`src/rtl/fifo_pkg.sv`:
```
// fifo_pkg: shared read-mode enum and count-width helper for the sync FIFO
package fifo_pkg;
  typedef enum logic {FIFO_REG, FIFO_FWFT} fifo_mode_e;
  function automatic int fifo_cw(input int depth);
    return $clog2(depth + 1);
  endfunction
endpackage

```
`src/rtl/fifo_mem_2p.sv`:
```
// fifo_mem_2p: WIDTH x DEPTH register array, one sync write port, one async read port
module fifo_mem_2p #(
  parameter int WIDTH = 8,
  parameter int DEPTH = 4,
  localparam int PW = $clog2(DEPTH)
) (
  input  logic             clk,
  input  logic             i_we,
  input  logic [PW-1:0]    i_waddr,
  input  logic [WIDTH-1:0] i_wdata,
  input  logic [PW-1:0]    i_raddr,
  output logic [WIDTH-1:0] o_rdata
);
  logic [WIDTH-1:0] r_mem [DEPTH];
  always_ff @(posedge clk)
    if (i_we) r_mem[i_waddr] <= i_wdata;
  assign o_rdata = r_mem[i_raddr];
endmodule

```
`src/rtl/sync_fifo_ext.sv`:
```
// sync_fifo_ext: single-clock FIFO, any depth, registered or FWFT read,
// almost thresholds, synchronous flush and sticky overflow/underflow flags
module sync_fifo_ext
  import fifo_pkg::*;
#(
  parameter int WIDTH     = 8,
  parameter int DEPTH     = 4,
  parameter int FWFT      = 0,
  parameter int AF_THRESH = DEPTH - 1,
  parameter int AE_THRESH = 1,
  localparam int PW = $clog2(DEPTH),
  localparam int CW = fifo_cw(DEPTH)
) (
  input  logic             clk,
  input  logic             reset,
  input  logic             flush,
  input  logic             wr_req,
  input  logic [WIDTH-1:0] wr_data,
  input  logic             rd_req,
  output logic [WIDTH-1:0] rd_data,
  output logic             empty,
  output logic             full,
  output logic             almost_empty,
  output logic             almost_full,
  output logic [CW-1:0]    count,
  output logic             overflow,
  output logic             underflow
);
  localparam fifo_mode_e MODE = (FWFT != 0) ? FIFO_FWFT : FIFO_REG;
  if (WIDTH < 1 || DEPTH < 2 || FWFT < 0 || FWFT > 1 || AF_THRESH < 1 || AF_THRESH > DEPTH ||
      AE_THRESH < 0 || AE_THRESH > DEPTH - 1) begin : g_bad_params
    $error("sync_fifo_ext: illegal parameter combination");
  end
  logic [PW-1:0]    r_wptr, r_rptr;
  logic [CW-1:0]    r_count;
  logic             r_ovf, r_udf;
  logic             w_wr_acc, w_rd_acc;
  logic [WIDTH-1:0] w_mem_q;
  assign empty        = r_count == '0;
  assign full         = r_count == CW'(DEPTH);
  assign almost_empty = r_count <= CW'(AE_THRESH);
  assign almost_full  = r_count >= CW'(AF_THRESH);
  assign count        = r_count;
  assign overflow     = r_ovf;
  assign underflow    = r_udf;
  // a full FIFO never accepts a write, even when a read frees a slot this cycle
  assign w_wr_acc = wr_req & ~full & ~flush;
  assign w_rd_acc = rd_req & ~empty & ~flush;
  always_ff @(posedge clk)
    if (reset || flush) begin
      r_wptr  <= '0;
      r_rptr  <= '0;
      r_count <= '0;
      r_ovf   <= 1'b0;
      r_udf   <= 1'b0;
    end else begin
      if (w_wr_acc) r_wptr <= (r_wptr == PW'(DEPTH - 1)) ? '0 : r_wptr + 1'b1;
      if (w_rd_acc) r_rptr <= (r_rptr == PW'(DEPTH - 1)) ? '0 : r_rptr + 1'b1;
      r_count <= r_count + CW'(w_wr_acc) - CW'(w_rd_acc);
      r_ovf   <= r_ovf | (wr_req & full);
      r_udf   <= r_udf | (rd_req & empty);
    end
  fifo_mem_2p #(.WIDTH(WIDTH), .DEPTH(DEPTH)) u_mem (
    .clk    (clk),
    .i_we   (w_wr_acc),
    .i_waddr(r_wptr),
    .i_wdata(wr_data),
    .i_raddr(r_rptr),
    .o_rdata(w_mem_q)
  );
  if (MODE == FIFO_FWFT) begin : g_fwft
    assign rd_data = empty ? '0 : w_mem_q;
  end else begin : g_reg
    logic [WIDTH-1:0] r_rd_data;
    always_ff @(posedge clk)
      if (reset || flush) r_rd_data <= '0;
      else if (w_rd_acc) r_rd_data <= w_mem_q;
    assign rd_data = r_rd_data;
  end
endmodule

```
`config.mk`:
```
export PLATFORM = sky130hd
export DESIGN_NAME = sync_fifo_ext
export DESIGN_NICKNAME = d
export VERILOG_FILES = /design/src/rtl/fifo_pkg.sv /design/src/rtl/fifo_mem_2p.sv /design/src/rtl/sync_fifo_ext.sv
export SDC_FILE = /design/constraint.sdc
export NUM_CORES = 1
export LEC_CHECK = 0
export CORE_MARGIN = 1.5
export CORE_UTILIZATION = 45
export CTS_CLUSTER_SIZE = 40
export DETAILED_ROUTE_END_ITERATION = 6
export GPL_ROUTABILITY_DRIVEN = 0
export PLACE_DENSITY_LB_ADDON = 0.25
export SLEW_MARGIN = 5
export SYNTH_ARGS = -nofsm -noshare
export SYNTH_HDL_FRONTEND = slang
export SYNTH_SLANG_ARGS = --single-unit
```
`constraint.sdc`:
```
create_clock -name clk -period 3.7 [get_ports clk]
set_clock_uncertainty 0.1 [all_clocks]
set_input_delay 0.555 -clock clk [delete_from_list [all_inputs] [get_ports clk]]
set_output_delay 0.555 -clock clk [all_outputs]
set_load 0.01 [all_outputs]
```
==> results of run 1 <==
## Yosys cell counts, types with 3 or more instances
| library cell | n | area [um2] |
|---|---|---|
| a21oi_1 | 13 | 65.1 |
| nand3_1 | 9 | 45.0 |
| nor2_1 | 6 | 22.5 |
| and2_1 | 6 | 37.5 |
| mux4_2 | 8 | 180 |
| ha_1 | 10 | 125 |
| edfxtp_1 | 32 | 961 |
| o21ai_0 | 9 | 45.0 |
| inv_1 | 7 | 26.3 |
| o21ai_1 | 3 | 15.0 |
| clkbuf_1 | 4 | 15.0 |
| dfxtp_1 | 17 | 340 |
## per-layer routing
layer | vias up | wire length (um) | part of all wire (%)
met1 | 565 | 1560 | 46
met5 | - | 0 | 0
met3 | 6 | 179 | 5.2
met2 | 30 | 1630 | 48
met4 | 0 | 59 | 1.7
li1 | 588 | - | -
## registers in the layout (all words and copies together) (netlist names)
name	flops
overflow	1
rd_data	8
r_rptr	2
r_wptr	2
count	3
u_mem.r_mem	32
underflow	1
## power by group through the flow
stage          Sequential (mW)  Clock, mW  Combinational [mW]
6_report                 0.594      0.301              0.0643
5_1_grt                  0.596      0.334              0.0721
4_1_cts                  0.594      0.311              0.0650
3_5_place_dp             0.607          0              0.0647
3_3_place_gp             0.606          0              0.0628
2_1_floorplan            0.606          0              0.0358
## critical path, delay by kind of cell, from the launching register on
kind | cells | cell delay (ns)
buffers and inverters | 2 | 0.74
AND/OR/NAND/NOR | 1 | 0.57
flip-flops | 1 | 0.37
## worst max path at each step
| stage | end | start | slack (ns) | cells after the start |
|---|---|---|---|---|
| 3_3_place_gp | count[2] | flush | 0.93 | 10 |
| 4_1_cts | empty | count[1] | 1.05 | 3 |
| 5_1_grt | empty | count[1] | 0.94 | 3 |
| 6_report | empty | count[1] | 1.06 | 3 |
| 3_5_place_dp | count[2] | flush | 0.88 | 10 |
| 2_1_floorplan | count[2] | count[1] | 1.34 | 11 |
## cells by family (layout without fill, tap and decap cells)
family / after synthesis / in the layout / synth area share [%]
xor gates and xnor gates: 1 / 1 / 0.429
muxes: 8 / 8 / 8.82
adders and majority gates: 11 / 11 / 7.10
AOI/OAI and AO/OA: 28 / 28 / 7.35
and+or+nand+nor: 32 / 32 / 8.76
buffers and inverters: 16 / 45 / 3.86
DFF: 49 / 49 / 63.7
## metrics by stage
step           total power [mW]  area [um2]  instances  worst slack, ns  hold slack [ns]
3_5_place_dp              0.672        2350        218            0.875            0.361
4_1_cts                   0.970        2440        226             1.05            0.380
3_3_place_gp              0.669        2350        218            0.926            0.349
2_1_floorplan             0.642        2040        145             1.34            0.395
5_1_grt                    1.00        2440        226            0.939            0.405
6_report                  0.959        2440        226             1.06            0.376
## layout by cell type (no fill, tap or decap), types with 7 or more instances in the layout
cell type / instances
a21oi_1: 13
edfxtp_1: 32
inv_1: 7
mux4_2: 8
nand3_1: 9
ha_1: 10
dfxtp_1: 17
o21ai_0: 9
clkdlybuf4s50_1: 29
## final cells by class
class | count | share of cell area (%)
multi-input cells | 80 | 27.2
flip-flops and latches | 49 | 53.4
clock inverters | 1 | 0.308
repair buffers | 29 | 11.9
clock buffers | 7 | 3.13
inverters | 8 | 1.34
well taps | 52 | 2.67
==> results.txt, run 1 <==
* Final setup viols: 0
- Worst-case reg-to-reg path depth: 8
- Setup repair after global routing left no endpoint under its margin.
- The first global-routing pass estimated 6020 um of wire.
- Across the run, the number of max-cap violations was 0.
* Netlist area before placement: around 2000 um2
- Post-Synthesis Cells: about 150
* Combinational Power Share: 6.7%
- Number of vias in the routed layout: 1189
* Final ANT Viol Nets: 0
* Core utilization of the finished layout: 55.9%
* Summed negative setup slack over all endpoints: 0 ns
* Global-route met3 utilization: 5.34%
* Number of top-level pins: 30
* Met1 usage: around 20%
- Master of the slowest instance on the critical path: or3_1
- Number of global-route vias before repair: around 1200
- After clock tree synthesis, the clock-pin slew on the worst setup and hold paths is ~0.08 ns.
* Proportion of total power due to net switching: 21.3%
* Count of unresolved DRC violations after routing: 0
* Clock insertion delay at the later pin of the skew report: 0.30 ns
- CTS sink cnt: 49
- For the worst setup path, the data required time is roughly 3.0 ns.
* Number of port buffers: 29
- For this run, the leading register cell type out of synthesis is edfxtp_1.
- Yosys mapped a number of flops with a built-in enable equal to 32.
* Relative contribution of the clock network to total power: 31.4%
* Total area of sequential cells: 1300 um2
- Startpoint of the most critical hold path: underflow
- Final-layout fill cell count: 358
- Antenna diode count: 0
- The first detailed-routing pass ran for 4 iterations.
* Initial core utilization: 46.9%
- The HPWL after detailed placement is 2430 um.
* Hold Buf Count CTS: 0
- Cell internal power was estimated by the tool at between 700 and 800 uW.
- The worst pin sits at a relative slew slack of between 50% and 60%.
- Maximum number of pins on one net before global-route repair: 15
- Number of buffers created by CTS: 5
- Counting flops and latches in the post-synthesis netlist gives 49.
- Critical path start-end classification: reg -> out
- Kind of capture point of the worst setup path: output pin
- In this run the critical register-to-register path is launched from count[1].
- The critical path goes through or3_1 > inv_4 > clkdlybuf4s50_1.
- Counting instances, the worst hold path has a depth of 2.
- After layout, the worst path uses 71.3% of the clock period.
* Result of the run: finished clean
- Residual overflow from global routing: 0
- Aggregate global-route resource usage: 16.0%
- Total die area: 4950 um2
- Synthesis produced a netlist with a net count of roughly 170.
- For this run, global-route usage on met2 was measured as 25.6%.
- The longest clock path from root to sink contains 2 buffers.
- Async S/R FF share, synth: 0%
- The worst setup path is launched from a register.
* Routed Wire Length: 3430 um
- In this run the static leakage power is around 0.8 nW.
- Standard-cell rows: 24
- P_sw: 204 uW
* Initial antenna violation count: 0
- TritonCTS built the clock tree.
* Portion of total power attributed to sequential cells: 61.9%
- Count of cells resized by post-cts repair: 0
- Derived from the worst setup path, the maximum achievable clock frequency is about 380 MHz.
- The worst path in the final design needs a cycle of 2.64 ns, including I/O delays and setup.
- For this run, the number of Yosys warnings is 0.
- The multi-input combinational cells in the finished layout cover a total of 663 um2.
- The core region is ~4400 um2.
- For this run, the slowest stage of the critical path takes between 0.5 and 0.6 ns.
- Dividing the detail-routed wire length by the instance count gives 15.2 um.
- Along the worst path, the maximum fanout reaches 14.
- Horizontal die dimension: between 70 and 80 um
* Mean instance size in the synthesized netlist: 14.1 um2
* Sink of the worst hold path: underflow
* Clock H-tree levels: 2
- Area added between synthesis and finish: 19.2%
- Ratio of total power to cell area: 394 nW/um2
* Worst slew pin tran: about 0.65 ns
- Worst hold path type: reg -> reg
* Proportion of synthesized chip area in sequential cells: 63.7%
- Endpoint arrival time on the critical path: approximately 2.0 ns
- Setup slack on the worst reg-to-reg path comes out at 1.22 ns.
- Reg2reg end: count[1]
- Die Ht: roughly 70 um
* CTS Root Buffer Type: clkbuf_8
- The final layout contains between 150 and 200 nets.
* DR iter-0 viols: 102
* Layer with the highest usage after global routing: met2
* Post-CTS setup buffer count: 0
* Fraction of final layout cells with drive strength greater than 1: 9.20%
- Largest vdd supply drop: 242 uV
- Yosys cell types: 28
- The count of final max-slew check failures came to 0.
- Number of hold violations in the final report: 0
* Vias per std cell: about 5.3
(Power assumes the default switching activity.)
==> run 2: changes to the inputs <==
==> constraint.sdc (replaced) <==
create_clock -name clk -period 2.5 [get_ports clk]
set_clock_uncertainty 0.1 [all_clocks]
set_input_delay 0.375 -clock clk [delete_from_list [all_inputs] [get_ports clk]]
set_output_delay 0.375 -clock clk [all_outputs]
set_load 0.01 [all_outputs]
==> run 2 against run 1 <==
Clock power is 54% higher. Cell count up 2.2%. Hold slack better by 0.0027 ns. Clock-buffer cell count is 2 lower. Sequential power rose by 48%. Utilization grew 1.0 points. First-iteration DRC count is 51% lower. Largest cell class unchanged. Non-clock buffer count rose by 5. Die area unchanged. Critical path depth rose by 2. Flip-flop and latch count stayed put.
==> results.txt, run 2 (same netlist as run 1, synthesis figures left out) <==
- The register with the most flip-flops in the layout has 32 of them.
* CTS Root Buffer Type: clkbuf_8
* Leading cell types in the layout, fill and taps excluded: 32 x edfxtp_1, 29 x clkdlybuf4s50_1, 17 x dfxtp_1
- For this design, the slowest cell found on the critical path is clkdlybuf4s50_1.
* Count of cells resized by post-cts repair: 0
- Number of hold violations in the final report: 0
- The core region is 4350 um2.
- Die Ht: 70.4 um
- Combinational logic is responsible for 7.2% of the overall power.
- Number of port buffers: 29
- Count of unresolved DRC violations after routing: 0
- MaxCap Viol Count: 0
- Subtracting the final worst setup slack from the clock period gives around 2.3 ns.
* Beginning of the worst register-to-register path: count[1]
- Internal power comes to 1.12 mW.
- Worst Hold Margin: 0.379 ns
* Largest register by flop count: u_mem.r_mem
- IR analysis of the VDD net gives a maximum drop of 438 uV.
- In this run the worst path has a maximum fanout of 6.
* Multi-input gate area: 663 um2
* Core utilization of the finished layout: 57.0%
* Summed negative setup slack over all endpoints: 0 ns
- Row generation in the floorplan step produced 24 rows.
- Average routed wire per standard cell: around 15 um
- Startpoint of the most critical hold path: overflow
- CTS sink cnt: 49
- Summed over all nets, the switching power comes to 324 uW.
- The library cell used most frequently in the layout, excluding fill and tap cells, is edfxtp_1.
- Antenna diode count: 0
- Together, buffers and inverters on the worst path number 2.
- Number of global-route vias before repair: 1218
- Initial antenna violation count: 0
* Relative contribution of the clock network to total power: about a third
- Of the cells placed in the final design, the portion with a size suffix greater than 1 is 12.3%.
* Final-layout fill cell count: 357
- Result of the run: finished clean
* Critical path start-end classification: reg -> out
- The sequential cells in the finished layout cover a total of 1300 um2.
- Before antenna repair, the detailed router went through 4 iterations.
- For this run, the top clock speed supported by timing is 430 MHz.
* DR iter-0 viols: 50
- At the pin with the least slew margin, the transition time is 0.627 ns.
- Headroom to the max-slew limit came out at 58.1%.
* Hold Buf Count CTS: 0
- Maximum cell stage delay along the critical path: 0.54 ns
- Period utilisation layout: 93.1%
* TritonCTS clock tree: built
- Buffer levels on the longest clock path: 2
- Total die area: 4950 um2
* Post-CTS setup buffer count: 0
- Crit start category: register
- Leak: 0.839 nW
- Number of top-level pins: 30
- Clock H-tree levels: 2
* Clock insertion delay at the later pin of the skew report: 0.31 ns
* Final ANT Viol Nets: 0
- Ratio of total power to cell area: 584 nW/um2
- In this run the worst setup path begins at count[1].
- Portion of total power attributed to sequential cells: 60.7%
* Chain of cells forming the critical path: inv_1 > ha_1 > nand2_1 > a32o_1 > clkdlybuf4s50_1
- Wire length of the first global-routing pass: 5950 um
* Horizontal die dimension: 70.4 um
* Routed Wire Length: between 3000 and 4000 um
* Kind of capture point of the worst setup path: output pin
- From synthesis to final layout, the design area changed by 21.4%.
* Total half-perimeter wirelength after legalization and detailed placement: 2520 um
- Final count of pins violating max slew: 0
- The detailed router placed roughly 1200 vias in this run.
- For the worst setup path, the data arrival time is between 1.5 and 2 ns.
* Residual overflow from global routing: 0
* Worst hold path type: reg -> reg
- Data required time of the worst path: 2.03 ns
- After clock tree synthesis, the clock-pin slew on the worst setup and hold paths is 0.09 ns.
* RSZ-0062 raised after global routing: false
- Broken down by cell family, the worst path's largest delay share belongs to buffers and inverters.
* Final setup viols: 0
- Entering global routing, the biggest net connects 17 pins.
* Proportion of total power due to net switching: between 20% and 30%
- Counting the buffers created by CTS gives 5.
* Initial core utilization: 46.9%
- Dividing the detail-routed via count by the number of cells gives approximately 5.4.
* Aggregate global-route resource usage: 15.9%
* Fin cells: about 230
* Cells after DPL: approximately 220
- After the last flow step, the layout net total stands at ~200.
==> run 2: cell count changes in the layout (fill, tap and decap cells not counted), sizes merged <==
cell,previous run,this run
buf,0,5
clkbuf,7,5
clkinv,0,2
clkinvlp,1,0
inv,8,9
==> run 2: layout make-up <==
type / instances / area share [%]
repair buffers: 34 / 13.2
multi-input cells: 80 / 26.7
inverters: 8 / 1.31
well taps: 52 / 2.62
clock inverters: 3 / 0.858
clock buffers: 5 / 2.77
flip-flops and latches: 49 / 52.5
==> run 2: tightest hold or removal path, stage by stage, from the launching register on <==
cell,delay (ns)
dfxtp_1,0.34
a21oi_1,0.04
nor2_1,0.07
==> run 2: power by group through the flow <==
stage | combinational (mW) | sequential, mW | clock, mW
floorplan | 0.0530 | 0.898 | 0
global placement | 0.100 | 0.897 | 0
detailed placement | 0.104 | 0.898 | 0
CTS | 0.104 | 0.880 | 0.475
global route | 0.114 | 0.881 | 0.501
finish | 0.104 | 0.879 | 0.465
==> run 2: stage by stage <==
step	cell area [um2]	worst slack [ns]	power (mW)
after detailed placement	2390	0.0409	1.00
after global placement	2390	0.104	0.997
final	2480	0.174	1.45
after global routing	2480	0.0796	1.50
after CTS	2480	0.166	1.46
after floorplan	2040	0.140	0.951
==> run 2: worst paths after layout <==
check,end,slack (ns),cells past startpoint
max,almost_empty,0.17,5
min reg2reg,overflow,0.38,2
min,overflow,0.38,2
max reg2reg,count[2],0.19,9
==> run 2: layer usage <==
layer	global-route usage [%]	share of wire [%]
met5	0	0
met1	19.8	46
met2	26.3	49
met3	4.76	3.9
met4	5.77	1.5
